$ cat src/rtl/seq_divider.sv
// Sequential restoring divider: 2N-bit dividend by N-bit divisor, signed or unsigned.
// Latency: done N+1 cycles after the start-accept edge; 1 cycle for early divide-by-zero/overflow.
// Backpressure: none; start is sampled only in IDLE and ignored while busy or finishing.
module seq_divider #(
  parameter int N = 8
) (
  input  logic           clk,
  input  logic           rst,
  input  logic           start,
  input  logic           is_signed,
  input  logic [2*N-1:0] dividend,
  input  logic [N-1:0]   divisor,
  output logic [N-1:0]   quotient,
  output logic [N-1:0]   remainder,
  output logic           done,
  output logic           busy,
  output logic           dbz,
  output logic           ovf
);

  localparam int            CW       = $clog2(N);
  localparam logic [CW-1:0] CNT_LAST = CW'(N - 1);
  // Largest quotient magnitude representable for a positive / negative signed result
  localparam logic [N-1:0]  POS_MAX  = {1'b0, {(N-1){1'b1}}};
  localparam logic [N-1:0]  NEG_MAX  = {1'b1, {(N-1){1'b0}}};

  typedef enum logic [1:0] {
    S_IDLE,
    S_DIV,
    S_FIX,
    S_FIN
  } state_t;

  state_t        state;

  // Working registers: partial remainder is one bit wider than the divisor
  logic [N:0]    rem_q;
  logic [N-1:0]  quo_q;
  logic [N-1:0]  dv_mag_q;
  logic [N-1:0]  dd_lo_q;
  logic          sgn_q;
  logic          dd_neg_q;
  logic          dv_neg_q;
  logic          err_q;
  logic [CW-1:0] cnt_q;

  // Operand magnitudes, computed from the live inputs for use at the accept edge
  logic          in_dd_neg;
  logic          in_dv_neg;
  logic [2*N-1:0] in_dd_mag;
  logic [N-1:0]  in_dv_mag;

  // Restoring-step datapath
  logic [N+1:0]  trial;
  logic [N:0]    kept;
  logic [N:0]    rem_nxt;
  logic [N-1:0]  quo_nxt;

  // Sign fix-up datapath
  logic          q_neg;
  logic          sgn_ovf;
  logic [N-1:0]  q_fix;
  logic [N-1:0]  r_fix;

  // Magnitudes of the incoming operands; unsigned operands pass straight through
  always_comb begin
    in_dd_neg = is_signed & dividend[2*N-1];
    in_dv_neg = is_signed & divisor[N-1];
    in_dd_mag = in_dd_neg ? -dividend : dividend;
    in_dv_mag = in_dv_neg ? -divisor : divisor;
  end

  // One restoring step: shift {R,Q} left, trial-subtract, keep or restore
  always_comb begin
    // rem_q is always below the divisor, so the shifted value never exceeds N+1 bits
    trial = {rem_q, quo_q[N-1]} - {2'b00, dv_mag_q};
    kept  = {rem_q[N-1:0], quo_q[N-1]};
    if (trial[N+1]) begin
      rem_nxt = kept;
      quo_nxt = {quo_q[N-2:0], 1'b0};
    end else begin
      rem_nxt = trial[N:0];
      quo_nxt = {quo_q[N-2:0], 1'b1};
    end
  end

  // Truncating-division sign rules and signed range check on the raw magnitudes
  always_comb begin
    q_neg   = dd_neg_q ^ dv_neg_q;
    sgn_ovf = sgn_q & (q_neg ? (quo_q > NEG_MAX) : (quo_q > POS_MAX));
    q_fix   = q_neg ? -quo_q : quo_q;
    r_fix   = dd_neg_q ? -rem_q[N-1:0] : rem_q[N-1:0];
  end

  // Control FSM with registered results and status
  always_ff @(posedge clk) begin
    if (rst) begin
      state     <= S_IDLE;
      quotient  <= '0;
      remainder <= '0;
      done      <= 1'b0;
      busy      <= 1'b0;
      dbz       <= 1'b0;
      ovf       <= 1'b0;
      rem_q     <= '0;
      quo_q     <= '0;
      dv_mag_q  <= '0;
      dd_lo_q   <= '0;
      sgn_q     <= 1'b0;
      dd_neg_q  <= 1'b0;
      dv_neg_q  <= 1'b0;
      err_q     <= 1'b0;
      cnt_q     <= '0;
    end else begin
      done <= 1'b0;
      case (state)
        S_IDLE: begin
          if (start) begin
            sgn_q    <= is_signed;
            dd_neg_q <= in_dd_neg;
            dv_neg_q <= in_dv_neg;
            rem_q    <= {1'b0, in_dd_mag[2*N-1:N]};
            quo_q    <= in_dd_mag[N-1:0];
            dv_mag_q <= in_dv_mag;
            dd_lo_q  <= dividend[N-1:0];
            cnt_q    <= CNT_LAST;
            busy     <= 1'b1;
            dbz      <= 1'b0;
            ovf      <= 1'b0;
            err_q    <= 1'b0;
            // Early exits skip the iteration; divide-by-zero wins over overflow.
            // They pass through FIX so the result lands one edge later like a normal finish.
            if (in_dv_mag == '0) begin
              dbz   <= 1'b1;
              err_q <= 1'b1;
              state <= S_FIX;
            end else if (in_dd_mag[2*N-1:N] >= in_dv_mag) begin
              ovf   <= 1'b1;
              err_q <= 1'b1;
              state <= S_FIX;
            end else begin
              state <= S_DIV;
            end
          end
        end

        S_DIV: begin
          rem_q <= rem_nxt;
          quo_q <= quo_nxt;
          cnt_q <= cnt_q - CW'(1);
          if (cnt_q == '0) begin
            state <= S_FIX;
          end
        end

        S_FIX: begin
          if (err_q || sgn_ovf) begin
            quotient  <= '1;
            remainder <= dd_lo_q;
            if (!err_q) begin
              ovf <= 1'b1;
            end
          end else begin
            quotient  <= q_fix;
            remainder <= r_fix;
          end
          done  <= 1'b1;
          busy  <= 1'b0;
          state <= S_FIN;
        end

        S_FIN: begin
          state <= S_IDLE;
        end

        default: begin
          state <= S_IDLE;
        end
      endcase
    end
  end

endmodule
$ cat config.mk
export PLATFORM = sky130hd
export DESIGN_NAME = seq_divider
export DESIGN_NICKNAME = d
export VERILOG_FILES = /design/src/rtl/seq_divider.sv
export SDC_FILE = /design/constraint.sdc
export NUM_CORES = 1
export LEC_CHECK = 0
export ABC_AREA = 1
export CAP_MARGIN = 20
export CORE_ASPECT_RATIO = 0.7
export CORE_MARGIN = 2
export CORE_UTILIZATION = 40
export DETAILED_ROUTE_END_ITERATION = 8
export PLACE_DENSITY = 0.7
export SLEW_MARGIN = 30
export SYNTH_ARGS = -nofsm -noshare
export SYNTH_HDL_FRONTEND = slang
export SYNTH_SLANG_ARGS = --single-unit
$ cat constraint.sdc
create_clock -name clk -period 5 [get_ports clk]
set_input_delay 1.5 -clock clk [delete_from_list [all_inputs] [get_ports clk]]
set_output_delay 1.5 -clock clk [all_outputs]
set_load 0.01 [all_outputs]
After elaboration in Yosys (flattened, before gate mapping)
Cells that the tools add are included.

Flip-flop bits (word level): 62. Output and inout port bits: 20.

Add/subtract/negate cells: 6. Magnitude comparators: 3. Eq/ne operators: 7. Multiplexer cells: 31. Bitwise operators: 4. Reduce and logical (&&, ||, !) cells: 11.

Operators with widths (number): $mux W8 (6); $neg A8 Y8 (3); $mux W9 (2); $pmux W9 S2 (1); $mux W16 (1); $neg A16 Y16 (1); $pmux W8 S2 (1); $mux W1 (11); $sub A10 B8 Y10 (1); $ge A8 B8 Y1 (1); $gt A8 B7 Y1 const B (1); $gt A8 B8 Y1 const B (1); $logic_not A8 Y1 (1); $mux W2 (4); $ne A2 B2 Y1 const B (4); $pmux W2 S4 (1); $reduce_and A2 Y1 (4); $pmux W3 S2 (1); $eq A2 B2 Y1 const B (2); $pmux W1 S2 (2); $reduce_and A4 Y1 (1); $reduce_bool A2 Y1 (2); $and A1 B1 Y1 (3); $logic_not A3 Y1 (1); other kinds (6) (6).

Logic depth before layout (Yosys ltp)
Gate-level depths: netlist (run 1).

Word-level depth: 7. Mapped depth: 19.

Worst setup path before layout (run 1)
No wires, ideal clock.

Path type: input port to flip-flop. Start: in dividend[0]. End: reg err_q. Setup time: 0.115 ns. Arrival: 3.299 ns. Data required time: 4.885 ns. Slack: 1.586 ns. Stages on the path: 19. Path buffers: 0. Path through: inv_1 > ha_1 > nand3_1 > nor2_4 > nand3_1 > nand2_1 > nand2_1 > and2_1 > ha_1 > nand2_1 > inv_1 > o21ai_0 > nand2_1 > nand2_1 > nand2_1 > nor2_1 > nand3_1 > o21ai_0 > inv_1.

Cells in the longest elaborated chain, start to end: 5.

RTL lines: start: declaration (RTL line 11) `input logic [2*N-1:0] dividend,`; $neg A16 Y16 (RTL line 69) `in_dd_mag = in_dd_neg ? -dividend : dividend;`; $mux W16 (RTL line 69); $ge A8 B8 Y1 (RTL line 137) `end else if (in_dd_mag[2*N-1:N] >= in_dv_mag) begin`; $mux W1 (RTL line 137); $mux W1 (RTL line 133) `if (in_dv_mag == '0) begin`; end signal: assignment (RTL line 130) `err_q <= 1'b0;`; end signal: assignment (RTL line 135) `err_q <= 1'b1;`; end signal: assignment (RTL line 139) `err_q <= 1'b1;`; end: declaration (RTL line 44) `logic err_q;`.

Every way passes these cells. A chain may end at the register's enable or synchronous reset.

Worst setup path in the final report (run 1)
Start: in divisor[0]. End: reg err_q.

Cells in the longest elaborated chain, start to end: 5.

RTL lines: start: declaration (RTL line 12) `input logic [N-1:0] divisor,`; $neg A8 Y8 (RTL line 70) `in_dv_mag = in_dv_neg ? -divisor : divisor;`; $mux W8 (*) (RTL line 70); $ge A8 B8 Y1 (RTL line 137); $mux W1 (RTL line 137); $mux W1 (*) (RTL line 133).

Mark *: on every way between the ends. The rest lies on a longest branch, timed or not.

==> results of run 1 <==
-- Yosys cell counts (2+ instances only) --
library cell,number
nand2_2,2
buf_4,2
nor2_2,2
or2_2,2
a21boi_0,2
nand2_1,146
o211ai_1,6
nor2_1,43
o21ai_0,59
nand3b_1,4
buf_1,3
nand3_1,57
xor2_1,13
clkbuf_1,10
inv_2,3
and2_1,2
a221oi_1,3
ha_1,25
nand2_4,2
a21oi_1,76
nand4_1,6
xnor2_1,3
nor3_1,3
buf_2,5
o21ai_1,5
dfxtp_1,62
nor2_4,2
inv_1,99
-- sequential cells by signal, summed over array words and instances, names as in the netlist --
name       count
busy           1
cnt_q          3
sgn_q          1
dbz            1
err_q          1
dv_mag_q       8
ovf            1
state          2
quo_q          8
dd_neg_q       1
remainder      8
rem_q          9
dd_lo_q        8
done           1
quotient       8
dv_neg_q       1
-- layer usage --
metal / up-vias / global-route usage, % / routed length (um)
met1: 1992 / 31.9 / 5930
li1: 2228 / - / -
met3: 15 / 5.57 / 987
met5: - / 0 / 0
met4: 0 / 5.49 / 172
met2: 164 / 30.1 / 4750
-- path summary, 6_finish.rpt --
check / from / endpoint / depth (start not counted)
setup reg to reg: state[1] / rem_q[5] / 7
hold reg to reg: dd_lo_q[2] / dd_lo_q[2] / 2
setup / recovery: divisor[0] / err_q / 19
hold / removal: dd_lo_q[2] / dd_lo_q[2] / 2
-- stage by stage --
| stage | area (um2) | std cells | total power [W] | worst slack [ns] |
|---|---|---|---|---|
| 3_3_place_gp | 4800 | 819 | 0.00243 | 0.857 |
| 4_1_cts | 5090 | 834 | 0.00310 | 1.11 |
| 6_report | 5090 | 834 | 0.00312 | 1.04 |
| 3_5_place_dp | 4800 | 819 | 0.00247 | 0.770 |
| 5_1_grt | 5090 | 834 | 0.00341 | 0.787 |
| 2_1_floorplan | 4260 | 660 | 0.00203 | 1.59 |
-- logic make-up after synthesis --
family | share of synthesized area, %
compound gates | 19.4
xor+xnor | 3.68
flops | 29.2
simple gates | 28.5
fa+ha+maj | 7.82
buf+inv | 11.4
-- power by group through the flow --
stage / combinational (W) / sequential [W] / clock [W]
after global routing: 0.00194 / 0.000826 / 0.000644
after CTS: 0.00168 / 0.000802 / 0.000621
after detailed placement: 0.00166 / 0.000810 / 0
final: 0.00171 / 0.000805 / 0.000610
after floorplan: 0.00124 / 0.000786 / 0
after global placement: 0.00162 / 0.000803 / 0
-- critical path, cell delays in order --
cell             delay [ns]
clkdlybuf4s50_1        0.46
inv_1                  0.15
ha_1                   0.19
inv_1                  0.04
nor2_1                 0.21
nand3_1                0.14
nand2_1                0.08
nand2_1                0.05
nand2_1                0.12
inv_1                  0.09
ha_1                   0.31
nand2_1                0.08
nor2_1                 0.05
nor3_1                 0.13
nand2_1                0.08
nor2_1                 0.10
nand3_1                0.16
o21ai_0                0.19
inv_1                  0.05
-- layout make-up --
cell class                      count  area, um2  area share (%)
Timing Repair Buffer               48        478            9.39
Clock buffer                       11        243            4.77
Inverter                          103        387            7.60
Tap cell                          132        165            3.25
Clock inverter                      4       47.5           0.934
Multi-Input combinational cell    474       2530            49.7
Sequential cell                    62       1240            24.4
==> metrics, run 1 <==
global-route wire length before repair=19.7 mm; DRT Pass-1 Iters=5; hold buffers post-CTS=0; Setup Viol. Count Final=0; synth unique cells=41; TritonCTS Buffers=9; r2r setup slk=1.86 ns; Max IR drop VDD=0.000255 V; CTS root buffer=clkbuf_16; largest area contributor in the netlist=dfxtp_1; Die Area=0.0115 mm2; commonest cells after routing, fill and taps aside=nand2_1 (146), inv_1 (98), a21oi_1 (76); Worst-Margin Slew=0.811 ns; Routed Antenna Nets=0; die width=127 um; CP startpoint kind=input pin; Placer Congestion=0.872; CP endpoint kind=flip-flop; Seq/Total Area, Yosys=29.2%; crit-path max FO=4; Hold WS=0.464 ns; num rows=31; Initial Utilization=41.1%; antenna violations before repair=0; Remaining Overflow, GRT=0; Area Growth Syn to Fin=19.6%; num ports=48; Cells after Synth=660; unrepaired setup endpoints after global routing=no; arrival time at the worst endpoint=4.18 ns; Seq pwr share=25.8%; diodes inserted=0; Max-Cap Viols=0; CP Class=in2reg; vias in the first global route=3966; PwrDens=614 mW/mm2; fin nets=752; Fin Clk Skew=0.0104 ns; commonest non-fill, non-tap cell in the layout=nand2_1; Slew Limit Fails=0; final core occ=49.1%; switching part of the total power=45.9%; Iteration-0 DRC Markers=456; Avg Inst Size Synth=6.45 um2; Async SR Flop Fraction=0%; status=finished, final reports clean; Post-synth top flop=dfxtp_1; clock slew at reported path FFs=0.05 ns; layout cells sized above 1=5.13%; Slew HR=46.0%; Final Hold Viols=0; area share of the leading cell type in the synthesized netlist=29.2%; clock latency on the worst-skew pair=0.33 ns; clk sinks=62; vias per cell=5.27; power share of the clock group=19.5%; Post-CTS Resized=0; clk buf depth=2; net switching power=0.00143 W; residual DRC count=0; Tot GR Track Use=21.3%; Die Span Y=90.3 um; #FFs+latches synth=62; Static Leak=2.35 nW; DR WL/cell=14.2 um; Post-synth EDFFs=0; fillcell total=1058; CTS tree=yes; Detail Placement HPWL=9.00 mm; Max Fclk=0.253 GHz; Detailed Route WL=11.8 mm; Syn. warnings=0; Syn Nets=714; worst hold path type=reg2reg; # Post-CTS Setup Buffers=0; vias after detailed routing=4399; Mapped Area=0.00426 mm2; Tmin final=3.96 ns; pin count of the biggest net entering global routing=36; CTS H-tree lvls=3; Logic pwr share=54.7%; Final period util=79.1%; WP data required=5.22 ns; core area=0.0104 mm2; setup TNS=0 ns; Int Pwr=0.00169 W; top cells by area, synth=dfxtp_1 (29%), nand2_1 (13%), a21oi_1 (8.9%); number of buffers added on ports=47
No activity file was read; power rests on OpenSTA's default activity.
==> run 2: changes to the inputs <==
--- a/config.mk
+++ b/config.mk
@@ -11,7 +11,7 @@
 export CORE_MARGIN = 2
 export CORE_UTILIZATION = 40
 export DETAILED_ROUTE_END_ITERATION = 8
-export PLACE_DENSITY = 0.7
+export PLACE_DENSITY = 0.72
 export SLEW_MARGIN = 30
 export SYNTH_ARGS = -nofsm -noshare
 export SYNTH_HDL_FRONTEND = slang
==> constraint.sdc (replaced) <==
create_clock -name clk -period 3.4 [get_ports clk]
set_input_delay 1.02 -clock clk [delete_from_list [all_inputs] [get_ports clk]]
set_output_delay 1.02 -clock clk [all_outputs]
set_load 0.01 [all_outputs]
==> run 2 against run 1 <==
Effect of this change: worst setup slack lost 0.84 ns; worst hold slack lost 0.0036 ns; critical endpoint unchanged; via count grew 5.3%; largest cell class unchanged; highest routed layer unchanged.
==> metrics, run 2 (same netlist as run 1, synthesis figures left out) <==
diodes inserted=0 (unchanged); post-route setup slack=0.203 ns (was 1.04 ns); final core occ=53.9% (was 49.1%); Die Area=0.0115 mm2 (unchanged); vias per cell=5.26 (was 5.27); CTS H-tree lvls=3 (unchanged); arrival time at the worst endpoint=3.42 ns (was 4.18 ns); Reg area=0.00124 mm2 (unchanged); most used cell, CP=nand2_1 (unchanged); crit-path cells=clkdlybuf4s50_1, inv_2, nand2_1, nor2_4, buf_4, nand4_1, a21boi_0, ha_1, nand2_1, nor2_1, nor3_1, nand2_1, nor2_1, nand3_1, o21ai_1, inv_1 (was clkdlybuf4s50_1, inv_1, ha_1, inv_1, nor2_1, nand3_1, nand2_1, nand2_1, nand2_1, inv_1, ha_1, nand2_1, nor2_1, nor3_1, nand2_1, nor2_1, nand3_1, o21ai_0, inv_1); critical path's largest stage delay=0.44 ns (was 0.46 ns); Slowest-stage cell, CP=clkdlybuf4s50_1 (unchanged); crit-path max FO=3 (was 4); commonest cells after routing, fill and taps aside=nand2_1 (144), inv_1 (93), a21oi_1 (75) (was nand2_1 (146), inv_1 (98), a21oi_1 (76)); worst hold path type=reg2reg (unchanged); Tot GR Track Use=22.3% (was 21.3%); Slew HR=50.3% (was 46.0%); Logic pwr share=54.6% (was 54.7%); DR WL/cell=14.7 um (was 14.2 um); Max Fclk=0.313 GHz; vias after detailed routing=4631 (was 4399); core area=0.0104 mm2 (unchanged); Max-Cap Viols=0 (unchanged); clock slew at reported path FFs=0.05 ns (about the same); Final period util=94.0%; clk buf depth=2 (unchanged); Routed Antenna Nets=0 (unchanged); vias in the first global route=4234 (was 3966); commonest non-fill, non-tap cell in the layout=nand2_1 (unchanged); fillcell total=993 (was 1058); Iteration-0 DRC Markers=481 (was 456); CTS tree=yes (unchanged); die width=127 um (unchanged); WP data required=3.62 ns (was 5.22 ns); Worst-Margin Slew=0.743 ns (was 0.811 ns); Fin Clk Skew=0.00256 ns (was 0.0104 ns); Inst Count DP=861 (was 819); DP Worst Slack=-0.327 ns (was 0.770 ns); Detail Placement HPWL=9.74 mm (was 9.00 mm); CP Class=in2reg (unchanged); DRT Pass-1 Iters=5 (unchanged); CP endpoint kind=flip-flop (unchanged); status=finished, final reports clean (unchanged); Largest register FFs=9 (unchanged); TritonCTS Buffers=9 (unchanged); Static Leak=2.62 nW (was 2.35 nW); Area Growth Syn to Fin=31.1% (was 19.6%); Layout Cells excl Fill=881 (was 834); multi-input logic area=0.00264 mm2 (was 0.00253 mm2); Detailed Route WL=12.9 mm (was 11.8 mm); PwrDens=854 mW/mm2 (was 614 mW/mm2); Final Hold Viols=0 (unchanged); num ports=48 (unchanged); pin count of the biggest net entering global routing=28 (was 36); power share of the clock group=20.5% (was 19.5%); Slew Limit Fails=0 (unchanged); hold buffers post-CTS=0 (unchanged); CP bufs+invs=4 (was 5); Overall Power=0.00476 W (was 0.00312 W); fin nets=798 (was 752); clk sinks=62 (unchanged); Max IR drop VDD=0.000371 V (was 0.000255 V); CP startpoint kind=input pin (unchanged); most flop-heavy register=rem_q (unchanged); CTS root buffer=clkbuf_16 (unchanged); net switching power=0.00216 W (was 0.00143 W); Die Span Y=90.3 um (unchanged); switching part of the total power=45.4% (was 45.9%); Int Pwr=0.00260 W (was 0.00169 W); number of buffers added on ports=47 (unchanged); global-route wire length before repair=20.8 mm (was 19.7 mm); Setup Viol. Count Final=0 (unchanged); residual DRC count=0 (unchanged); Initial Utilization=41.1% (unchanged); Seq pwr share=24.8% (was 25.8%); Remaining Overflow, GRT=0 (unchanged); clock latency on the worst-skew pair=0.33 ns (about the same); layout cells sized above 1=14.0% (was 5.13%); num rows=31 (unchanged); Placer Congestion=0.914 (was 0.872); Tmin final=3.20 ns; antenna violations before repair=0 (unchanged); Top delay family on crit path=simple AND/OR/NAND/NOR gates (unchanged)
-- run 2: changes by cell type in the layout (fill, tap and decap cells not counted), moves of 4 or more --
cell             previous run  this run
buf_4                       1        47
inv_1                      98        93
inv_2                       4         9
nand3_1                    57        52
nor2_1                     43        38
clkdlybuf4s50_1            47        43
dlymetal6s2s_1              0         4
-- run 2: path summary, 6_finish.rpt --
path,from,end,slack (ns),cells after the start
worst max-delay path,dividend[3],err_q,0.20,16
worst min-delay path,dd_lo_q[0],dd_lo_q[0],0.46,2
worst max register to register,state[0],ovf,0.98,8
worst min register to register,dd_lo_q[0],dd_lo_q[0],0.46,2
-- run 2: power by group through the flow --
| stage | clock network [W] | logic, W | registers (W) |
|---|---|---|---|
| 6_report | 0.000979 | 0.00260 | 0.00118 |
| 5_1_grt | 0.00102 | 0.00294 | 0.00121 |
| 4_1_cts | 0.000990 | 0.00254 | 0.00118 |
| 3_5_place_dp | 0 | 0.00252 | 0.00119 |
| 3_3_place_gp | 0 | 0.00246 | 0.00118 |
| 2_1_floorplan | 0 | 0.00182 | 0.00116 |
-- run 2: per-stage QoR --
step	hold WS, ns	setup TNS (ns)	area (um2)
floorplan	0.430	0	4260
global placement	0.447	-0.589	5110
detailed placement	0.457	-0.860	5110
CTS	0.465	0	5430
global route	0.476	-0.0233	5580
finish	0.460	0	5580
-- run 2: timing repair --
item | 4_1_cts | 5_1_grt
gates resized for setup | 0 | 35
setup buffers | 0 | 4
endpoints found under the setup margin | 0 | 4
-- run 2: routing by layer --
metal,routed length [um],vias to the layer above,track usage (%)
met5,0,-,0
met2,5350,201,32.3
met3,1080,20,3.91
met4,170,0,4.95
met1,6330,2084,34.2
li1,-,2326,-
-- run 2: final cells by class --
type | instances | area share (%)
clock inverters | 6 | 1.55
clock buffers | 10 | 4.10
well taps | 132 | 2.96
multi-input cells | 474 | 47.3
flip-flops and latches | 62 | 22.3
repair buffers | 94 | 14.9
inverters | 103 | 6.93
-- run 2: worst register-to-register path: stages, from the launching register on --
cell,delay [ns]
dfxtp_1,0.31
inv_1,0.10
ha_1,0.59
clkinv_1,0.67
o21ai_0,0.36
nand2_1,0.11
nand2_1,0.07
nand2_1,0.04
a21oi_1,0.11
==> run 3: changes to the inputs <==
--- a/config.mk
+++ b/config.mk
@@ -7,11 +7,12 @@
 export LEC_CHECK = 0
 export ABC_AREA = 1
 export CAP_MARGIN = 20
-export CORE_ASPECT_RATIO = 0.7
+export CORE_ASPECT_RATIO = 0.75
 export CORE_MARGIN = 2
 export CORE_UTILIZATION = 40
+export CTS_CLUSTER_SIZE = 30
 export DETAILED_ROUTE_END_ITERATION = 8
-export PLACE_DENSITY = 0.72
+export PLACE_DENSITY = 0.7
 export SLEW_MARGIN = 30
 export SYNTH_ARGS = -nofsm -noshare
 export SYNTH_HDL_FRONTEND = slang
==> constraint.sdc (replaced) <==
create_clock -name clk -period 4 [get_ports clk]
set_input_delay 1.2 -clock clk [delete_from_list [all_inputs] [get_ports clk]]
set_output_delay 1.2 -clock clk [all_outputs]
set_load 0.01 [all_outputs]
==> run 3 against run 2 <==
Effect of this change: clock-buffer cell count up 3; sequential share of layout area is 1.9 points higher; via count down 4.3%; combinational power decreased by 18%; worst setup slack improved by 0.15 ns; clock skew increased by 0.0062 ns; worst hold slack worse by 0.0023 ns; global-route usage up 0.11 points; routed wire length shrank 7.3%; clock power down 24%; sequential power shrank 14%; critical path type unchanged.
==> metrics, run 3 (same netlist as run 1, synthesis figures left out) <==
Final Hold Viols=0 (unchanged); Worst R2R Start=state[0] (unchanged); num rows=32 (was 31); Area Growth Syn to Fin=20.7% (was 31.1%); setup TNS=0 ns (unchanged); num ports=48 (unchanged); Initial Utilization=41.2% (was 41.1%); Max IR drop VDD=0.000261 V (was 0.000371 V); Setup Viol. Count Final=0 (unchanged); unrepaired setup endpoints after global routing=no; Static Leak=2.37 nW (was 2.62 nW); r2r setup slk=1.67 ns (was 0.98 ns); Tot GR Track Use=22.4% (was 22.3%); CP endpoint kind=flip-flop (unchanged); residual DRC count=0 (unchanged); clk buf depth=2 (unchanged); clk sinks=62 (unchanged); layout cells sized above 1=5.92% (was 14.0%); DR WL/cell=14.2 um (was 14.7 um); crit-path max FO=4 (was 3); Die Span Y=93.3 um (was 90.3 um); commonest cells after routing, fill and taps aside=nand2_1 (146), inv_1 (98), a21oi_1 (76) (was nand2_1 (144), inv_1 (93), a21oi_1 (75)); DRT Pass-1 Iters=5 (unchanged); CP startpoint kind=input pin (unchanged); PwrDens=756 mW/mm2 (was 854 mW/mm2); Detailed Route WL=12.0 mm (was 12.9 mm); Remaining Overflow, GRT=0 (unchanged); WHS Endpoint=dd_lo_q[1] (was dd_lo_q[0]); clock slew at reported path FFs=0.05 ns (about the same); vias in the first global route=4104 (was 4234); Slew Limit Fails=0 (unchanged); Fin Clk Skew=0.00872 ns (was 0.00256 ns); CP Class=in2reg (unchanged); Slew HR=40.1% (was 50.3%); CTS root buffer=clkbuf_16 (unchanged); vias per cell=5.24 (was 5.26); # Post-CTS Setup Buffers=0 (unchanged); commonest non-fill, non-tap cell in the layout=nand2_1 (unchanged); Final period util=91.2%; global-route wire length before repair=20.1 mm (was 20.8 mm); number of buffers added on ports=47 (unchanged); hold_sp=dd_lo_q[1] (was dd_lo_q[0]); clock latency on the worst-skew pair=0.34 ns (was 0.33 ns); arrival time at the worst endpoint=3.88 ns (was 3.42 ns); core area=0.0103 mm2 (was 0.0104 mm2); WP data required=4.23 ns (was 3.62 ns); Setup crit start=dividend[2] (was dividend[3]); vias after detailed routing=4432 (was 4631); status=finished, final reports clean (unchanged); Detail Placement HPWL=9.33 mm (was 9.74 mm); worst hold path type=reg2reg (unchanged); CTS tree=yes (unchanged); CTS H-tree lvls=3 (unchanged); Post-CTS Resized=0 (unchanged); Worst-Margin Slew=0.893 ns (was 0.743 ns); diodes inserted=0 (unchanged); Die Area=0.0115 mm2 (about the same); Max Fclk=0.274 GHz; reg2reg end=ovf (unchanged); pin count of the biggest net entering global routing=36 (was 28); Tmin final=3.65 ns; antenna violations before repair=0 (unchanged); most flop-heavy register=rem_q (unchanged); Iteration-0 DRC Markers=410 (was 481); worst r2r path cells=8 (unchanged); fillcell total=1038 (was 993); worst hold stages=2 (unchanged); die width=123 um (was 127 um); Placer Congestion=0.878 (was 0.914); Routed Antenna Nets=0 (unchanged); Max-Cap Viols=0 (unchanged); TritonCTS Buffers=9 (unchanged); hold buffers post-CTS=0 (unchanged); final core occ=49.7% (was 53.9%); Largest register FFs=9 (unchanged); fin nets=758 (was 798)
==> run 3: changes by cell type in the layout (fill, tap and decap cells not counted), sizes merged <==
cell / delta
dlymetal6s2s: -4
clkbuf: +3
buf: -40
clkdlybuf4s50: +4
inv: -1
bufinv: -2
==> run 3: worst max-delay path by stage <==
stage	slack [ns]	cells after the start	endpoint
3_5_place_dp	0.07	18	err_q
2_1_floorplan	0.89	19	err_q
3_3_place_gp	0.16	18	err_q
5_1_grt	0.02	18	err_q
4_1_cts	0.42	18	err_q
6_report	0.35	18	err_q
==> run 3: metrics by stage <==
step	instances	total power (W)	hold slack, ns	setup WS [ns]	area [um2]
after CTS	845	0.00387	0.460	0.416	5140
final	845	0.00388	0.458	0.352	5140
after detailed placement	829	0.00312	0.452	0.0694	4850
after global routing	845	0.00425	0.467	0.0227	5140
after floorplan	660	0.00253	0.430	0.886	4260
after global placement	829	0.00306	0.444	0.157	4850
==> run 3: report_power, final <==
part / internal, W / total, W / leakage (nW) / switching [W]
Clock: 0.000467 / 0.000742 / 0.142 / 0.000275
Sequential: 0.000833 / 0.00101 / 0.511 / 0.000172
Combinational: 0.000797 / 0.00214 / 1.72 / 0.00134
==> run 3: worst max-delay path: stages <==
cell             delay, ns
clkdlybuf4s50_1       0.42
inv_1                 0.11
nand3_1               0.17
nor2_1                0.28
nand2_1               0.09
nand2_1               0.15
nand2_1               0.07
nand2_1               0.06
nand2_1               0.10
ha_1                  0.31
a21oi_1               0.15
nor2_1                0.07
nor3_1                0.15
nand2_1               0.10
nor2_1                0.10
nand3_1               0.13
o21ai_0               0.17
inv_1                 0.05
==> run 3: per-layer routing <==
metal	part of all wire (%)	wire [um]	global-route usage (%)
met5	0	0	0
met4	1.4	174	5.97
met3	8.1	972	5.00
met2	42	5090	33.1
met1	48	5770	32.6
==> run 3: area by class of cell <==
class	count	area (um2)	area share, %
multi-input cells	474	2530	49.2
well taps	136	170	3.31
clock buffers	13	270	5.26
clock inverters	3	17.5	0.341
inverters	103	387	7.53
flip-flops and latches	62	1240	24.2
repair buffers	54	523	10.2
